`src/rtl/dmem_access_ctrl_pkg.sv`:
```
// rtl/dmem_access_ctrl_pkg.sv - shared FSM encoding and defaults for the data-memory access controller
package dmem_access_ctrl_pkg;

    typedef enum logic [1:0] {
        IDLE = 2'b00,
        BUSY = 2'b01,
        DONE = 2'b10
    } dmem_state_t;

    localparam int DEFAULT_TIMEOUT_CYCLES = 255;

endpackage

```
`src/rtl/dmem_timeout_cnt.sv`:
```
// rtl/dmem_timeout_cnt.sv - wait-cycle counter with clear, increment enable and expiry flag
module dmem_timeout_cnt #(
    parameter int CNT_W = 8,
    parameter int LIMIT = 255
) (
    input  logic clk,
    input  logic rst_n,
    input  logic clr,
    input  logic inc,
    output logic expired
);

    logic [CNT_W-1:0] count;

    // Flags the increment that brings the count up to LIMIT, so the owner can act in that same cycle.
    assign expired = inc && (count == CNT_W'(LIMIT - 1));

    always_ff @(posedge clk or negedge rst_n) begin
        if (!rst_n) begin
            count <= '0;
        end else if (clr) begin
            count <= '0;
        end else if (inc && (count != {CNT_W{1'b1}})) begin
            count <= count + 1'b1;
        end
    end

endmodule

```
`src/rtl/dmem_access_ctrl.sv`:
```
// rtl/dmem_access_ctrl.sv - MEM-stage req/ack sequencer with pipeline stall, WB bubble and timeout
module dmem_access_ctrl
    import dmem_access_ctrl_pkg::*;
#(
    parameter int TIMEOUT_CYCLES = DEFAULT_TIMEOUT_CYCLES,
    parameter int CNT_W          = 8
) (
    input  logic        clk,
    input  logic        rst_n,
    input  logic        memreadm,
    input  logic        memwritem,
    input  logic        flushm,
    input  logic [31:0] addrm,
    input  logic [31:0] wdatam,
    input  logic [3:0]  bem,
    output logic        dmem_req,
    output logic        dmem_we,
    output logic [31:0] dmem_addr,
    output logic [31:0] dmem_wdata,
    output logic [3:0]  dmem_be,
    input  logic        dmem_ack,
    input  logic [31:0] dmem_rdata,
    output logic        stall_o,
    output logic        memwb_bubble,
    output logic [31:0] readdatam,
    output logic        mem_fault,
    output logic [31:0] stall_cnt
);

    dmem_state_t state;
    logic        access;
    logic        cnt_expired;

    assign access = (memreadm | memwritem) & ~flushm;

    // Nothing is frozen while reset is held, even if a memory op still sits in EX/MEM.
    always_comb begin
        stall_o = 1'b0;
        case (state)
            IDLE:    stall_o = access & rst_n;
            BUSY:    stall_o = 1'b1;
            default: stall_o = 1'b0;
        endcase
    end

    assign memwb_bubble = stall_o;

    dmem_timeout_cnt #(
        .CNT_W (CNT_W),
        .LIMIT (TIMEOUT_CYCLES)
    ) u_timeout_cnt (
        .clk     (clk),
        .rst_n   (rst_n),
        .clr     (state != BUSY),
        .inc     (state == BUSY),
        .expired (cnt_expired)
    );

    always_ff @(posedge clk or negedge rst_n) begin
        if (!rst_n) begin
            state      <= IDLE;
            dmem_req   <= 1'b0;
            dmem_we    <= 1'b0;
            dmem_addr  <= '0;
            dmem_wdata <= '0;
            dmem_be    <= '0;
            readdatam  <= '0;
            mem_fault  <= 1'b0;
        end else begin
            mem_fault <= 1'b0;
            case (state)
                IDLE: begin
                    if (access) begin
                        dmem_req   <= 1'b1;
                        dmem_we    <= memwritem;
                        dmem_addr  <= addrm;
                        dmem_wdata <= wdatam;
                        dmem_be    <= bem;
                        state      <= BUSY;
                    end
                end
                BUSY: begin
                    // An ack arriving on the expiry cycle still completes the access cleanly.
                    if (dmem_ack) begin
                        if (!dmem_we) begin
                            readdatam <= dmem_rdata;
                        end
                        dmem_req <= 1'b0;
                        state    <= DONE;
                    end else if (cnt_expired) begin
                        dmem_req  <= 1'b0;
                        readdatam <= '0;
                        mem_fault <= 1'b1;
                        state     <= DONE;
                    end
                end
                DONE: begin
                    state <= IDLE;
                end
                default: begin
                    dmem_req <= 1'b0;
                    state    <= IDLE;
                end
            endcase
        end
    end

    always_ff @(posedge clk or negedge rst_n) begin
        if (!rst_n) begin
            stall_cnt <= '0;
        end else if (stall_o && (stall_cnt != 32'hFFFF_FFFF)) begin
            stall_cnt <= stall_cnt + 32'd1;
        end
    end

endmodule

```
`config.mk`:
```
export PLATFORM = sky130hd
export DESIGN_NAME = dmem_access_ctrl
export DESIGN_NICKNAME = d
export VERILOG_FILES = /design/src/rtl/dmem_access_ctrl_pkg.sv /design/src/rtl/dmem_timeout_cnt.sv /design/src/rtl/dmem_access_ctrl.sv
export SDC_FILE = /design/constraint.sdc
export NUM_CORES = 1
export LEC_CHECK = 0
export ABC_AREA = 1
export ABC_CLOCK_PERIOD_IN_PS = 2200
export BUFFER_PORTS_ARGS = -buffer_cell sky130_fd_sc_hd__buf_2
export CAP_MARGIN = 5
export CORE_MARGIN = 3
export CORE_UTILIZATION = 50
export CTS_CLUSTER_DIAMETER = 40
export DETAILED_ROUTE_END_ITERATION = 6
export PLACE_DENSITY = 0.8
export SETUP_SLACK_MARGIN = 0.1
export SLEW_MARGIN = 20
export SYNTH_ARGS = -nofsm -noshare
export SYNTH_HDL_FRONTEND = slang
export SYNTH_SLANG_ARGS = --single-unit
```
`constraint.sdc`:
```
create_clock -name clk -period 2.2 [get_ports clk]
set_input_delay 0.11 -clock clk [delete_from_list [all_inputs] [get_ports clk]]
set_output_delay 0.11 -clock clk [all_outputs]
set_load 0.005 [all_outputs]
```
==> flow_metrics.py, run 1 <==
metrics = {
    "global_route": {
        "grt_pass1_vias": 6270,
        "grt_pass1_wl_um": 32000,
        "grt_max_degree": 146,
        "grt.overflow.total": 0,
        "track_usage": 0.282,
        "antenna_found_initial": 1,
    },
    "clocking": {
        "cts.path.max_buffers": 2,
        "clock-sinks": 145,
        "root_buffer": "clkbuf_16",
        "cts.clk_slew.worst_paths_ps": 60,
        "clk_latency_ps": 430,
        "htree_levels": 4,
        "cts_hold_buf": 101,
        "cts_resized": 0,
        "cts_inserted_buffers": 17,
        "cts_setup_buffers": 0,
        "cts_tree": "built",
    },
    "timing": {
        "relSlewSlack": 0.512,
        "rsz0062_at_grt": "no",
        "setup_viol": 0,
        "fin_crit_ps": 1860,
        "fin_skew_ps": 20.2,
        "fin_crit_sh": 0.847,
        "fmax_mhz": 537,
        "finalSetupTns_ps": 0,
        "hold_violations": 0,
        "worst_pin_slew_ps": 732,
        "finalMaxSlewViolations": 0,
    },
    "power": {
        "power_leakage_nw": 4.88,
        "power.density_mw_per_mm2": 981,
        "power.total_w": 0.00952,
        "ir_drop_mv": 0.792,
    },
    "placement": {
        "portBuffers": 242,
        "dpl.hpwl_um": 12200,
        "gp_congestion": 0.855,
        "dpl_cell_area_mm2": 0.00804,
    },
    "finish": {
        "synthToLayoutAreaGrowth_pct": 45.7,
        "nets": 1164,
        "fillers": 858,
        "layout_commonest_cell": "nand2_1",
        "fin_area_mm2": 0.00971,
        "layout_common_cells": "250 x nand2_1, 241 x buf_2, 145 x dfrtp_1",
        "drive_gt1_frac": 0.345,
        "finish.utilization": 0.757,
    },
    "yosys": {
        "synth_cells": 711,
        "syn_nets": 820,
        "syn_area_per_cell_um2": 9.37,
        "ys.warnings.count": 0,
        "yosysSeqAreaShare": 0.544,
        "synth-seq-cells": 145,
        "ys_types": 36,
        "synthesis.area_mm2": 0.00667,
    },
    "floorplanning": {
        "die_x_um": 121,
        "rows": 41,
        "io_pins": 243,
        "die-area_mm2": 0.0148,
        "core_area_mm2": 0.0128,
        "dieHeight_um": 121,
        "initial_utilization": 0.520,
    },
    "routing": {
        "via_count": 6189,
        "drt_iter0_drc": 415,
        "drt_first_pass_iters": 5,
        "viasPerCell": 4.98,
        "drt-total-wl_um": 20500,
        "ant_nets": 0,
        "wire_per_inst_um": 16.5,
        "post-route-drc-count": 0,
    },
    "worst_setup_path": {
        "critPathMaxFanout": 64,
        "reg2reg_depth": 10,
        "r2r_setup_slack_ps": 340,
        "r2r_end": "readdatam[13]$_DFFE_PN0P_",
        "critical_path_class": "reg -> reg",
        "cp.arrival_ps": 2180,
        "endpoint": "readdatam[13]$_DFFE_PN0P_",
        "startpoint": "u_timeout_cnt.count[0]$_DFFE_PN0P_",
        "start_kind": "register",
        "critPathCaptureType": "register",
        "r2r-start": "u_timeout_cnt.count[0]$_DFFE_PN0P_",
        "worstPathRequired_ps": 2520,
    },
    "job": {
        "cap_violations": 0,
    },
    "outcome": {
        "status": "completed",
    },
    "hold_path": {
        "min_path_type": "in -> reg",
    },
}
cell families after synthesis:
| group | share of synthesized area |
|---|---|
| AOI/OAI and AO/OA | 0.0375 |
| xor gates and xnor gates | 0.0118 |
| adders and majority gates | 0.00563 |
| buffers and inverters | 0.0452 |
| DFF | 0.544 |
| muxes | 0.115 |
| and+or+nand+nor | 0.240 |
synth_stat cells (all sizes together):
master / instances / area share
a211oi: 1 / 0.0011
and3: 1 / 0.00094
a31oi: 3 / 0.0028
dfrtp: 145 / 0.54
mux2: 68 / 0.11
xor2: 3 / 0.0039
o21ai: 41 / 0.031
clkbuf: 6 / 0.0038
nor3b: 1 / 0.0011
nor2: 64 / 0.043
nand4: 3 / 0.0028
nand3: 29 / 0.024
nand3b: 10 / 0.011
xnor2: 6 / 0.0079
nor3: 2 / 0.0032
nand2: 259 / 0.15
inv: 44 / 0.026
ha: 3 / 0.0056
a21oi: 1 / 0.00075
a21boi: 1 / 0.0011
and2: 2 / 0.0019
o22ai: 1 / 0.00094
buf: 17 / 0.016
through the flow:
step                std cells  setup WS, ps  hold slack (ps)
floorplan                 711           613             -186
global placement         1107           487              323
detailed placement       1107           394              323
CTS                      1240           371             20.4
global route             1241           177             59.3
finish                   1242           337             61.7
sequential cells by signal (all words and copies together) (netlist names):
| signal | cells |
|---|---|
| dmem_req | 1 |
| dmem_we | 1 |
| readdatam | 32 |
| state | 2 |
| dmem_be | 4 |
| stall_cnt | 32 |
| dmem_wdata | 32 |
| u_timeout_cnt.count | 8 |
| dmem_addr | 32 |
| mem_fault | 1 |
layout make-up:
cell class	count	area, µm²	share of cell area
multi-input cells	499	2750	0.283
inverters	44	170	0.0175
repair buffers	348	2290	0.236
well taps	172	215	0.0222
clock inverters	12	205	0.0211
diodes	2	5.00	0.000515
flip-flops and latches	145	3630	0.374
clock buffers	20	447	0.0460
worst min path at each step:
stage                  start                                  to  slack, ps  cells after the start
4_1_cts        dmem_rdata[8]            readdatam[8]$_DFFE_PN0P_         20                      3
3_3_place_gp           rst_n                dmem_req$_DFFE_PN0P_        320                      2
3_5_place_dp           rst_n  u_timeout_cnt.count[1]$_DFFE_PN0P_        320                      2
2_1_floorplan          rst_n            dmem_addr[0]$_DFFE_PN0P_       -190                      0
5_1_grt        dmem_rdata[8]            readdatam[8]$_DFFE_PN0P_         60                      3
6_report       dmem_rdata[8]            readdatam[8]$_DFFE_PN0P_         60                      3
critical path, cell delays in order, from the launching register on:
cell     delay, ps
dfrtp_1        360
inv_1          100
ha_1           210
nand3_1         60
nor2_1          50
nand2_1         90
nand2_2         80
nand3_4         60
buf_4          470
nand2_1        120
o21ai_1        160
metal layers:
layer	global-route usage	vias up	wire length [µm]
met5	0	-	0
met2	0.490	256	10400
met4	0.125	0	673
met1	0.317	2909	7800
met3	0.0895	47	1620
li1	-	2977	-
power by group:
| group | switching, W | leakage, nW | internal (W) | total, W |
|---|---|---|---|---|
| registers | 0.000479 | 1.83 | 0.00341 | 0.00389 |
| clock network | 0.00114 | 0.311 | 0.00205 | 0.00318 |
| logic | 0.00120 | 2.74 | 0.00125 | 0.00245 |
| total | 0.00282 | 4.88 | 0.00670 | 0.00952 |
Note: power is estimated with default switching activity, not from simulation.
==> inputs of run 2 (changes only) <==
--- a/config.mk
+++ b/config.mk
@@ -6,14 +6,14 @@
 export NUM_CORES = 1
 export LEC_CHECK = 0
 export ABC_AREA = 1
-export ABC_CLOCK_PERIOD_IN_PS = 2200
+export ABC_CLOCK_PERIOD_IN_PS = 1650
 export BUFFER_PORTS_ARGS = -buffer_cell sky130_fd_sc_hd__buf_2
 export CAP_MARGIN = 5
 export CORE_MARGIN = 3
-export CORE_UTILIZATION = 50
+export CORE_UTILIZATION = 45
 export CTS_CLUSTER_DIAMETER = 40
 export DETAILED_ROUTE_END_ITERATION = 6
-export PLACE_DENSITY = 0.8
+export PLACE_DENSITY = 0.76
 export SETUP_SLACK_MARGIN = 0.1
 export SLEW_MARGIN = 20
 export SYNTH_ARGS = -nofsm -noshare
==> constraint.sdc (replaced) <==
create_clock -name clk -period 1.65 [get_ports clk]
set_input_delay 0.0825 -clock clk [delete_from_list [all_inputs] [get_ports clk]]
set_output_delay 0.0825 -clock clk [all_outputs]
set_load 0.005 [all_outputs]
==> run 2 against run 1 <==
The flow now finishes with violations (setup timing); clock skew shrank 5.7 ps; wire length grew 8.3%; utilization shrank 0.95 points; die area grew 11%; total power grew 36%; worst hold slack gained 260 ps; sequential share of layout area shrank 3.1 points; fmax grew 12%; critical path type unchanged; largest cell class unchanged; highest routed layer unchanged.
==> flow_metrics.py, run 2 (synthesized netlist as in run 1, its figures left out) <==
metrics = {
    "timing": {
        "finalMaxSlewViolations": 0,
        "rsz0062_at_grt": "yes",
        "worst_pin_slew_ps": 756,
        "fin_crit_ps": 1670,
        "hold_violations": 0,
        "worst_slack_ps": -16.0,
        "hold_slack_ps": 323,
        "fmax_mhz": 600,
        "setup_viol": 2,
        "relSlewSlack": 0.496,
        "fin_skew_ps": 14.5,
        "fin_crit_sh": 1.01,
    },
    "worst_setup_path": {
        "critPathMaxFanout": 4,
        "start_kind": "register",
        "critical_path_class": "reg -> reg",
        "slowest_delay_ps": 420,
        "critPathCaptureType": "register",
        "slowest_stage": "dfrtp_1",
        "cp.arrival_ps": 2020,
        "r2r-start": "state[1]$_DFFE_PN0P_",
        "worstPathRequired_ps": 2000,
        "cpMostUsedCell": "buf_6",
        "reg2reg_depth": 9,
        "r2r_end": "stall_cnt[22]$_DFFE_PN0P_",
        "r2r_setup_slack_ps": -20,
        "path_cells": "nor2_2 -> nand3_2 -> nand2_8 -> buf_6 -> clkinvlp_4 -> buf_6 -> nor2_1 -> nand3_1 -> nand2_1",
    },
    "placement": {
        "gp_congestion": 0.896,
        "portBuffers": 242,
        "dpl.hpwl_um": 12600,
        "dpl_cell_area_mm2": 0.00830,
    },
    "finish": {
        "finish.utilization": 0.748,
        "synthToLayoutAreaGrowth_pct": 59.3,
        "layout_commonest_cell": "buf_2",
        "diodes": 0,
        "fillers": 922,
        "drive_gt1_frac": 0.459,
        "fin_area_mm2": 0.0106,
        "layout_common_cells": "239 x buf_2, 216 x nand2_1, 133 x dfrtp_1",
        "nets": 1219,
    },
    "hold_path": {
        "hold_start": "flushm",
        "whs_path_depth": 7,
        "hold_path_end": "stall_cnt[3]$_DFFE_PN0P_",
        "min_path_type": "in -> reg",
    },
    "clocking": {
        "clock-sinks": 145,
        "cts.clk_slew.worst_paths_ps": 60,
        "cts_inserted_buffers": 17,
        "cts_tree": "built",
        "clk_latency_ps": 430,
        "cts.path.max_buffers": 2,
        "root_buffer": "clkbuf_16",
        "htree_levels": 4,
    },
    "power": {
        "power.total_w": 0.0130,
        "power.density_mw_per_mm2": 1220,
        "ir_drop_mv": 0.911,
        "power_leakage_nw": 5.26,
    },
    "routing": {
        "drt_iter0_drc": 466,
        "via_count": 6522,
        "drt_first_pass_iters": 5,
        "wire_per_inst_um": 17.0,
        "post-route-drc-count": 0,
        "viasPerCell": 5.01,
        "ant_nets": 0,
        "drt-total-wl_um": 22200,
    },
    "global_route": {
        "antenna_found_initial": 0,
        "use_met2": 0.427,
        "grt_max_degree": 146,
        "use_met1": 0.306,
        "grt_pass1_vias": 6452,
        "use_met3": 0.0858,
        "grt_busiest_layer": "met2",
        "track_usage": 0.254,
        "grt.overflow.total": 0,
        "grt_pass1_wl_um": 32700,
    },
    "job": {
        "cap_violations": 0,
    },
    "floorplanning": {
        "core_area_mm2": 0.0142,
        "io_pins": 243,
        "rows": 43,
        "die-area_mm2": 0.0163,
        "initial_utilization": 0.469,
        "dieHeight_um": 128,
        "die_x_um": 128,
    },
    "outcome": {
        "violations": "setup timing",
        "status": "finished, violations left",
    },
}
run 2: cell count changes in the layout (fill, tap and decap cells not counted), moves of 16 or more:
cell	previous run	this run
o21ai_2	0	17
nand2_1	250	216
o21ai_0	22	6
nand2_2	6	29
nor2_1	56	40
buf_4	3	37
run 2: how the worst max path moves through the flow:
stage,start,endpoint,slack [ps]
finish,state[1]$_DFFE_PN0P_,stall_cnt[22]$_DFFE_PN0P_,-20
global route,u_timeout_cnt.count[0]$_DFFE_PN0P_,readdatam[17]$_DFFE_PN0P_,-100
CTS,state[1]$_DFFE_PN0P_,memwb_bubble,90
detailed placement,stall_cnt[3]$_DFFE_PN0P_,stall_cnt[27]$_DFFE_PN0P_,40
global placement,stall_cnt[3]$_DFFE_PN0P_,stall_cnt[27]$_DFFE_PN0P_,90
floorplan,stall_cnt[1]$_DFFE_PN0P_,stall_cnt[26]$_DFFE_PN0P_,100
run 2: power by group:
part           internal (W)  switching [W]  total, W
combinational       0.00222        0.00190   0.00413
sequential          0.00455       0.000674   0.00522
clock               0.00197        0.00166   0.00363
total               0.00874        0.00423    0.0130
run 2: timing repair:
item | 4_1_cts | 5_1_grt
cloned | 0 | 9
setup endpoints to repair | 33 | 134
pin swaps | 5 | 18
hold buffers | 103 | 0
gates resized for setup | 12 | 129
setup buffers | 5 | 10
hold endpoints to repair | 247 | 0
run 2: critical path, delay by kind of cell (launching register included):
family	cells	cell delay, ps
and+or+nand+nor	6	710
DFF	1	420
buffers and inverters	3	460
run 2: area by class of cell:
class	instances	area, µm²	share of cell area
flip-flops and latches	145	3640	0.343
multi-input cells	499	3090	0.291
inverters	44	179	0.0168
clock inverters	14	120	0.0113
repair buffers	403	2930	0.276
clock buffers	18	429	0.0404
well taps	180	225	0.0212
run 2: per-layer routing:
| metal | vias to the layer above | share of wire |
|---|---|---|
| met4 | 0 | 0.026 |
| li1 | 3085 | - |
| met3 | 41 | 0.076 |
| met1 | 3131 | 0.40 |
| met2 | 265 | 0.50 |
| met5 | - | 0 |
run 2: through the flow:
stage / instances / worst slack, ps / setup TNS [ps]
global route: 1303 / -96.9 / -2620
detailed placement: 1144 / 40.3 / 0
CTS: 1284 / 93.2 / 0
finish: 1303 / -16.0 / -26.4
global placement: 1144 / 89.2 / 0
floorplan: 711 / 103 / 0
==> inputs of run 3 (changes only) <==
--- a/config.mk
+++ b/config.mk
@@ -9,10 +9,12 @@
 export ABC_CLOCK_PERIOD_IN_PS = 1650
 export BUFFER_PORTS_ARGS = -buffer_cell sky130_fd_sc_hd__buf_2
 export CAP_MARGIN = 5
+export CORE_ASPECT_RATIO = 1.1
 export CORE_MARGIN = 3
 export CORE_UTILIZATION = 45
 export CTS_CLUSTER_DIAMETER = 40
 export DETAILED_ROUTE_END_ITERATION = 6
+export GPL_TIMING_DRIVEN = 0
 export PLACE_DENSITY = 0.76
 export SETUP_SLACK_MARGIN = 0.1
 export SLEW_MARGIN = 20
==> run 3 against run 2 <==
The flow finishes with violations (hold timing); worst hold slack worse by 790 ps; sequential cell count stayed put; sequential power hardly changed; critical endpoint is now readdatam[10]$_DFFE_PN0P_; highest routed layer unchanged.
==> flow_metrics.py, run 3 (synthesized netlist as in run 1, its figures left out) <==
metrics = {
    "global_route": {
        "grt_pass1_vias": 7246,
        "grt_pass1_wl_um": 36400,
        "grt.overflow.total": 0,
        "grt_max_degree": 81,
        "antenna_found_initial": 2,
        "track_usage": 0.286,
    },
    "worst_setup_path": {
        "r2r_setup_slack_ps": 30,
        "startpoint": "u_timeout_cnt.count[0]$_DFFE_PN0P_",
        "slowest_stage": "dfrtp_1",
        "start_kind": "register",
        "critical_path_class": "reg -> reg",
        "path_cells": "inv_2 -> ha_4 -> nand3_2 -> nor2_1 -> nand2_1 -> nand2_4 -> nand3_4 -> buf_6 -> nand2_2 -> o21ai_2",
        "cp.arrival_ps": 1940,
        "slowest_delay_ps": 390,
        "r2r_end": "readdatam[10]$_DFFE_PN0P_",
        "reg2reg_depth": 10,
        "critPathCaptureType": "register",
        "worstPathRequired_ps": 1970,
        "critPathMaxFanout": 6,
        "endpoint": "readdatam[10]$_DFFE_PN0P_",
        "r2r-start": "u_timeout_cnt.count[0]$_DFFE_PN0P_",
    },
    "clocking": {
        "cts_hold_buf": 101,
        "cts.clk_slew.worst_paths_ps": 60,
        "root_buffer": "clkbuf_16",
        "clock-sinks": 145,
        "cts_tree": "built",
        "cts_inserted_buffers": 17,
        "cts.path.max_buffers": 2,
        "htree_levels": 4,
        "clk_latency_ps": 430,
    },
    "floorplanning": {
        "initial_utilization": 0.461,
        "rows": 46,
        "die-area_mm2": 0.0163,
        "core_area_mm2": 0.0144,
        "io_pins": 243,
        "dieHeight_um": 134,
        "die_x_um": 122,
    },
    "routing": {
        "drt-total-wl_um": 24300,
        "drt_iter0_drc": 478,
        "post-route-drc-count": 0,
        "ant_nets": 0,
        "viasPerCell": 5.22,
        "drt_first_pass_iters": 6,
        "via_count": 7026,
        "wire_per_inst_um": 18.0,
    },
    "job": {
        "cap_violations": 0,
    },
    "timing": {
        "hold_slack_ps": -465,
        "fmax_mhz": 618,
        "fin_crit_ps": 1620,
        "worst_slack_ps": 31.2,
        "relSlewSlack": 0.672,
        "fin_crit_sh": 0.981,
        "hold_violations": 145,
        "fin_skew_ps": 13.8,
        "rsz0062_at_grt": "yes",
        "finalSetupTns_ps": 0,
        "worst_pin_slew_ps": 492,
        "finalMaxSlewViolations": 0,
        "setup_viol": 0,
    },
    "power": {
        "pwr-share-clk": 0.293,
        "combPwrFrac": 0.320,
        "sw_frac_of_total": 0.319,
        "ir_drop_mv": 1.07,
        "power.internal_w": 0.00914,
        "sequentialPowerShare": 0.388,
        "p_sw_w": 0.00428,
        "power_leakage_nw": 5.42,
        "power.density_mw_per_mm2": 1220,
    },
    "outcome": {
        "violations": "hold timing",
        "status": "finished, violations left",
    },
    "hold_path": {
        "min_path_type": "in -> async",
    },
    "finish": {
        "layout_common_cells": "241 x buf_2, 206 x nand2_1, 131 x dfrtp_1",
        "layout_commonest_cell": "buf_2",
        "synthToLayoutAreaGrowth_pct": 64.9,
        "drive_gt1_frac": 0.495,
        "fillers": 889,
        "nets": 1249,
    },
    "placement": {
        "gp_congestion": 0.936,
        "dpl.hpwl_um": 13500,
        "portBuffers": 241,
        "place_ws_ps": -459,
    },
}
-- run 3: stage by stage --
stage	area (µm²)	utilization	std cells	total power, W
after CTS	10300	0.716	1332	0.0127
after global routing	11000	0.761	1347	0.0141
after floorplan	6670	-	711	0.00654
after detailed placement	8150	0.564	1145	0.00822
final	11000	0.761	1347	0.0134
after global placement	8110	0.562	1144	0.00807
-- run 3: how the worst min path moves through the flow --
| stage | endpoint | cells after the start | slack [ps] | start |
|---|---|---|---|---|
| after global routing | readdatam[20]$_DFFE_PN0P_ | 1 | -440 | rst_n |
| after global placement | dmem_addr[24]$_DFFE_PN0P_ | 2 | 310 | addrm[24] |
| after floorplan | dmem_addr[0]$_DFFE_PN0P_ | 0 | -210 | rst_n |
| after CTS | readdatam[12]$_DFFE_PN0P_ | 1 | -440 | rst_n |
| after detailed placement | readdatam[12]$_DFFE_PN0P_ | 1 | 70 | rst_n |
| final | readdatam[4]$_DFFE_PN0P_ | 1 | -470 | rst_n |
-- run 3: metal layers --
layer  GRT usage  vias up  routed length (µm)
li1            -     3158                   -
met1       0.320     3369                8480
met2       0.487      383               12500
met3      0.0896      116                1960
met4       0.146        0                1330
met5           0        -                   0
-- run 3: final cells by class --
class,instances,area (µm²),share of cell area
antenna,2,5.00,0.000455
buffer,23,210,0.0191
clock buffer,18,439,0.0400
clock inverter,14,156,0.0142
inverter,44,176,0.0161
multi-input combinational,501,3200,0.291
sequential,145,3650,0.332
tap,192,240,0.0219
timing repair buffer,408,2920,0.265
-- run 3: power groups by stage --
| stage | Clock (W) | Sequential (W) | Combinational (W) |
|---|---|---|---|
| final | 0.00393 | 0.00520 | 0.00429 |
| after global routing | 0.00413 | 0.00532 | 0.00462 |
| after CTS | 0.00397 | 0.00509 | 0.00365 |
| after detailed placement | 0 | 0.00515 | 0.00308 |
| after global placement | 0 | 0.00509 | 0.00298 |
| after floorplan | 0 | 0.00520 | 0.00134 |
-- run 3: repair_timing --
item	CTS	global route
endpoints found under the hold margin	246	66
setup endpoints to repair	131	128
resized for setup	54	155
cloned	7	5
buffers inserted	47	8
pin swaps	12	39
-- run 3: worst max-delay path: cells and delay by family (launching register included) --
family	cells	cell delay, ps
compound gates	1	50
fa+ha+maj	1	130
buf+inv	2	290
flops	1	390
simple gates	6	640
